--- src/rtl/tcam_pipelined.sv ---
// tcam_pipelined: ternary CAM with DEPTH entries of {value, care mask, valid}.
// Searches are pipelined: one key per cycle, result two edges after the request.
// The result is the lowest-index hit, so entry 0 has the highest priority.
// Optional feature macro: TCAM_MULTI_HIT_EN adds match_count/multi_hit outputs.
//
// Strobe semantics: a request is accepted on every rising edge where
// search=1. Exactly one edge later out_valid=1 for one cycle with that
// request's result. There is no ready/backpressure: results never stall.
module tcam_pipelined #(
    parameter int DEPTH = 16,
    parameter int WIDTH = 17,
    localparam int ADDR_W = $clog2(DEPTH)
) (
    input  logic              clk,
    input  logic              rst,
    input  logic              clr,
    input  logic              we,
    input  logic [ADDR_W-1:0] waddr,
    input  logic [WIDTH-1:0]  wdata,
    input  logic [WIDTH-1:0]  wmask,
    input  logic              wvalid,
    input  logic              search,
    input  logic [WIDTH-1:0]  key,
`ifdef TCAM_MULTI_HIT_EN
    output logic [ADDR_W:0]   match_count,
    output logic              multi_hit,
`endif
    output logic              out_valid,
    output logic              found,
    output logic [ADDR_W-1:0] saddr,
    output logic [WIDTH-1:0]  sdata,
    output logic [WIDTH-1:0]  smask
);

    // Entry storage
    logic [WIDTH-1:0]  value_q [DEPTH];
    logic [WIDTH-1:0]  mask_q  [DEPTH];
    logic [DEPTH-1:0]  valid_q;

    // Stage 1 registers
    logic [DEPTH-1:0]  hit_d;
    logic [DEPTH-1:0]  hit_q;
    logic              s1_valid_q;

    // Stage 2 registers
    logic              out_valid_q;
    logic              found_q;
    logic [ADDR_W-1:0] saddr_q;
    logic [WIDTH-1:0]  sdata_q;
    logic [WIDTH-1:0]  smask_q;

    // Priority encode of the stage-1 hit vector
    logic              any_hit;
    logic [ADDR_W-1:0] first_idx;
    logic              wr_in_range;

    assign wr_in_range = (32'(waddr) < DEPTH);

    // Table update: clear-all beats a same-cycle write.
    always_ff @(posedge clk or posedge rst) begin
        if (rst) begin
            for (int i = 0; i < DEPTH; i++) begin
                value_q[i] <= '0;
                mask_q[i]  <= '0;
            end
            valid_q <= '0;
        end else if (clr) begin
            valid_q <= '0;
        end else if (we && wr_in_range) begin
            value_q[waddr] <= wdata;
            mask_q[waddr]  <= wmask;
            valid_q[waddr] <= wvalid;
        end
    end

    // Per-entry ternary compare against the contents held before this edge.
    always_comb begin
        hit_d = '0;
        for (int i = 0; i < DEPTH; i++) begin
            hit_d[i] = valid_q[i] && (((key ^ value_q[i]) & mask_q[i]) == '0);
        end
    end

    // Stage 1: capture the hit vector for an accepted request.
    always_ff @(posedge clk or posedge rst) begin
        if (rst) begin
            hit_q      <= '0;
            s1_valid_q <= 1'b0;
        end else begin
            hit_q      <= search ? hit_d : '0;
            s1_valid_q <= search;
        end
    end

    // Lowest set index wins; scanning downward leaves the smallest index last.
    always_comb begin
        any_hit   = |hit_q;
        first_idx = '0;
        for (int i = DEPTH - 1; i >= 0; i--) begin
            if (hit_q[i]) begin
                first_idx = ADDR_W'(i);
            end
        end
    end

    // Stage 2: publish the result; entry data is read from post-write contents.
    always_ff @(posedge clk or posedge rst) begin
        if (rst) begin
            out_valid_q <= 1'b0;
            found_q     <= 1'b0;
            saddr_q     <= '0;
            sdata_q     <= '0;
            smask_q     <= '0;
        end else if (s1_valid_q) begin
            out_valid_q <= 1'b1;
            found_q     <= any_hit;
            if (any_hit) begin
                saddr_q <= first_idx;
                sdata_q <= value_q[first_idx];
                smask_q <= mask_q[first_idx];
            end else begin
                saddr_q <= '0;
                sdata_q <= '0;
                smask_q <= '0;
            end
        end else begin
            // Idle cycle: strobe and found drop, address/data hold.
            out_valid_q <= 1'b0;
            found_q     <= 1'b0;
        end
    end

    assign out_valid = out_valid_q;
    assign found     = found_q;
    assign saddr     = saddr_q;
    assign sdata     = sdata_q;
    assign smask     = smask_q;

`ifdef TCAM_MULTI_HIT_EN
    logic [ADDR_W:0] count_d;
    logic [ADDR_W:0] match_count_q;
    logic            multi_hit_q;

    // Popcount of the stage-1 hit vector
    always_comb begin
        count_d = '0;
        for (int i = 0; i < DEPTH; i++) begin
            count_d = count_d + (ADDR_W + 1)'(hit_q[i]);
        end
    end

    // Stage 2 multi-hit outputs, zero whenever no result is presented.
    always_ff @(posedge clk or posedge rst) begin
        if (rst) begin
            match_count_q <= '0;
            multi_hit_q   <= 1'b0;
        end else if (s1_valid_q) begin
            match_count_q <= count_d;
            multi_hit_q   <= (count_d > (ADDR_W + 1)'(1));
        end else begin
            match_count_q <= '0;
            multi_hit_q   <= 1'b0;
        end
    end

    assign match_count = match_count_q;
    assign multi_hit   = multi_hit_q;
`endif

endmodule
--- config.mk ---
export PLATFORM = sky130hd
export DESIGN_NAME = tcam_pipelined
export DESIGN_NICKNAME = d
export VERILOG_FILES = /design/src/rtl/tcam_pipelined.sv
export SDC_FILE = /design/constraint.sdc
export NUM_CORES = 2
export LEC_CHECK = 0
export CAP_MARGIN = 20
export CORE_AREA = 2 2 227 319
export CTS_CLUSTER_DIAMETER = 30
export CTS_CLUSTER_SIZE = 16
export DETAILED_ROUTE_END_ITERATION = 10
export DIE_AREA = 0 0 229 321
export HOLD_SLACK_MARGIN = 0.1
export PLACE_DENSITY = 0.67
export RECOVER_POWER = 25
export REMOVE_ABC_BUFFERS = 1
export SLEW_MARGIN = 30
export SYNTH_ARGS = -nofsm -noshare
export SYNTH_HDL_FRONTEND = slang
export SYNTH_SLANG_ARGS = --single-unit
--- constraint.sdc ---
create_clock -name clk -period 20.3 [get_ports clk]
set_clock_uncertainty 0.05 [all_clocks]
set_input_delay 3.045 -clock clk [delete_from_list [all_inputs] [get_ports clk]]
set_output_delay 3.045 -clock clk [all_outputs]
set_load 0.005 [all_outputs]
==> summary by stage <==
Detailed routing
After detailed routing, the wire length on met1 is 40800 um. The routed layout has 23790 vias. The final routed wire length divided by cell count is approximately 28 um. The remaining number of nets flagged by the antenna check after routing is 0. The vias per cell is 6.17. Signal routing reaches up to met5.

The number of remaining DRC errors is 0. The total wire length is 106000 um. The first-iteration detailed-routing DRC count is 2213. The routed length on met3 is 7670 um. The routed length on met2 is 49300 um. The detailed-routing iteration count for the pre-antenna-repair pass is 5.

Worst setup path
The element type at the critical path end is an asynchronous set/reset pin. The critical path data arrival time is roughly 12 ns. The startpoint type of the worst setup path is an input pin. Across all register-to-register paths, the minimum setup slack is 14.39 ns. The maximum fanout along the worst path is 119. The data required time at the worst endpoint is 20.96 ns. The worst setup path is of the in -> async kind.

Status
The final reports fail on capacitance limit, slew limit. The flow ran to the end, but the final reports show violations.

Cells and area
The count of antenna diodes in the layout is 0. The number of standard cells in the layout, taps in and fillers out is 3854. The multi-input combinational cell area is 15200 um2.

Fill cells in the final layout number 6186. The sequential cell area is 15400 um2. For this run, the post-layout net count is 2879. The share of final-layout standard cells stronger than drive strength 1 is 0.281. Relative to the synthesized area, the layout overhead comes to 17.0%.

Placement
At the end of routability-driven placement, the weighted congestion stood at 0.891. Summed over all nets, the half-perimeter wirelength after detailed placement is 68700 um. The setup slack at placement is approximately 12 ns.

The count of buffers added on input and output ports is 100. The total placed cells including tap cells is 3653.

Yosys
Yosys mapped the design onto 54 distinct sky130hd cell types. The sequential-to-total area share from yosys stat is 0.489. The synthesized instance count is between 2000 and 3000. In the synthesized netlist the dominant register cell turns out to be sky130_fd_sc_hd__dfrtp_1. The netlist area before placement is approximately 32000 um2.

The total of warnings raised by yosys is 0. Yosys mapped a number of flops with a built-in enable equal to 0. The proportion of synthesized flip-flops having asynchronous set or reset is 1.00. Dividing the synthesized area by the synthesized cell count gives 11.3 um2. After synthesis the netlist holds a flip-flop and latch count of 617.

Clock tree
Counting the buffers created by CTS gives 107. The post-cts hold buffer count is 0. CTS saw 617 sinks. The deepest clock path buffer count is 3. The CTS tree is done. After clock tree synthesis, the clock-pin slew on the worst setup and hold paths is 0.05 ns. The clock insertion delay at the later pin of the skew report is 0.68 ns. The number of post-CTS setup repair buffers is 0.

The number of gates resized after CTS was 0. The total number of H-tree levels is 3. The clock tree root driver cell is sky130_fd_sc_hd__clkbuf_16.

Floorplan
The floorplan step defined a die boundary enclosing ~74000 um2. Pin placement for this block handled 101 I/O pins. The x dimension of the die is 229 um.

The vertical extent of the die is 321 um. The region available for standard cell placement spans 70800 um2. The floorplan has 116 rows. For this configuration, the core starts out at a cell density of 0.446.

Timing
The number of hold violations in the final report is 0. After layout, the worst setup slack is 9.08 ns. The portion of the clock cycle consumed by the worst path in the final layout is 0.553. At the pin with the least slew margin, the transition time is 5.33 ns. For this run, the top clock speed supported by timing is 0.0891 GHz. Setup repair after global routing left no endpoint under its margin. The worst path needs 11.22 ns of the cycle, external delays included. The final count of negative-setup-slack endpoints is 0. The worst slew margin relative to its limit is -2.57.

The total count of max-transition violations in the final report is 357.

Power and ir drop
The maximum vdd ir drop is just over 60 uV. The leakage power figure is 16.8 nW. The power per unit of standard cell area is 115 nW/um2.

Of the total power, combinational logic draws 0.170. Of the total power, the clock network draws 0.442. The fraction of power spent switching nets is 0.298. The net switching power is around 1.3 mW. The internal power consumption is 2.99 mW. The fraction of power consumed by sequential logic is 0.388.

GRT
The number of antenna violations at the first check in global routing is 2. The number of global-route vias before repair is ~25000. The all-layer global routing usage is 0.288. The first global-routing pass estimated roughly 160000 um of wire. Summed over all layers, the global routing overflow is 0. The pin count of the biggest net entering global routing is 120.

Job
The tool flagged a number of max-cap violations equal to 5.

Min path
The worst hold path belongs to the class reg -> reg.
==> per-layer routing <==
metal	GRT usage	vias to the layer above
li1	-	10098
met3	0.0532	339
met1	0.352	12298
met4	0.214	4
met5	0	-
met2	0.454	1051
==> placed cells by master (no fill, tap or decap), drive strengths merged, types with 3 or more instances in the layout <==
master	count
o2111ai	27
a221oi	49
o22ai	6
clkbuf	142
dfrtp	617
a32oi	27
nor3	5
mux2i	67
mux2	544
o211ai	28
dlygate4sd3	32
bufinv	12
and2	3
buf	43
nand2	390
clkinvlp	12
nand4	43
inv	24
clkinv	22
clkdlybuf4s50	62
a31oi	33
a22oi	32
o2bb2ai	32
nor4	4
a22o	51
nand2b	3
a21oi	25
nor2	52
nor3b	3
xor2	272
nand3	191
o21ai	38
==> layout make-up <==
cell class	count	area share
Tap cell	944	0.0320
Timing Repair Buffer	141	0.0347
Inverter	7	0.000813
Clock buffer	138	0.0823
Clock inverter	63	0.0209
Sequential cell	617	0.418
Multi-Input combinational cell	1944	0.411
==> flip-flops by register name (all words and copies together), names as in the netlist <==
register,flops
value_q,272
saddr,4
smask,17
found,1
mask_q,272
hit_q,16
valid_q,16
sdata,17
s1_valid_q,1
out_valid,1
==> Yosys cell counts, drive strengths merged (28+ instances only) <==
library cell / n / area [um2]
nand3: 191 / 956
nand4: 43 / 269
nor2: 52 / 233
o211ai: 28 / 215
o21ai: 38 / 194
o2bb2ai: 32 / 280
a221oi: 49 / 429
a22o: 51 / 447
mux2i: 67 / 671
dfrtp: 617 / 15400
a22oi: 32 / 240
mux2: 544 / 6130
buf: 93 / 537
clkbuf: 130 / 488
a31oi: 33 / 206
nand2: 390 / 1470
xor2: 272 / 2380
==> per-stage QoR <==
stage          hold slack, ns  total power, mW  area, um2  setup TNS (ns)  utilization
2_1_floorplan           0.415             2.07      30500          -44.36            -
5_1_grt                 0.449             4.40      36900               0        0.521
6_report                0.434             4.26      36900               0        0.521
3_5_place_dp            0.430             2.38      33200               0        0.468
3_3_place_gp            0.431             2.35      33100               0        0.468
4_1_cts                 0.442             4.27      37000               0        0.522
==> worst paths after layout <==
check / start / end / cells after the start
max: rst / value_q[17] / 6
min: smask[6] / smask[6] / 1
max reg2reg: hit_q[2] / smask[8] / 7
min reg2reg: smask[6] / smask[6] / 1
max in group clk: hit_q[2] / smask[8] / 7
min in group asynchronous: rst / value_q[254] / 2
==> critical path, stage by stage <==
cell	delay (ns)
sky130_fd_sc_hd__dlygate4sd3_1	0.54
sky130_fd_sc_hd__clkinvlp_2	2.95
sky130_fd_sc_hd__clkbuf_1	3.04
sky130_fd_sc_hd__buf_6	0.72
sky130_fd_sc_hd__buf_6	0.68
sky130_fd_sc_hd__buf_6	0.63
==> logic make-up (layout without fill, tap and decap cells) <==
family	Yosys count	after routing	synth area share
simple gates	704	704	0.0993
flops	617	617	0.489
mux	613	613	0.217
compound gates	355	355	0.0859
xor+xnor	272	272	0.0755
buf+inv	230	349	0.0333
==> power groups by stage <==
stage / sequential, mW / combinational [mW] / clock [mW]
4_1_cts: 1.65 / 0.721 / 1.90
5_1_grt: 1.68 / 0.769 / 1.96
3_3_place_gp: 1.65 / 0.702 / 0
2_1_floorplan: 1.60 / 0.467 / 0
6_report: 1.65 / 0.724 / 1.88
3_5_place_dp: 1.67 / 0.715 / 0
Power figures use the tool's default switching activity.
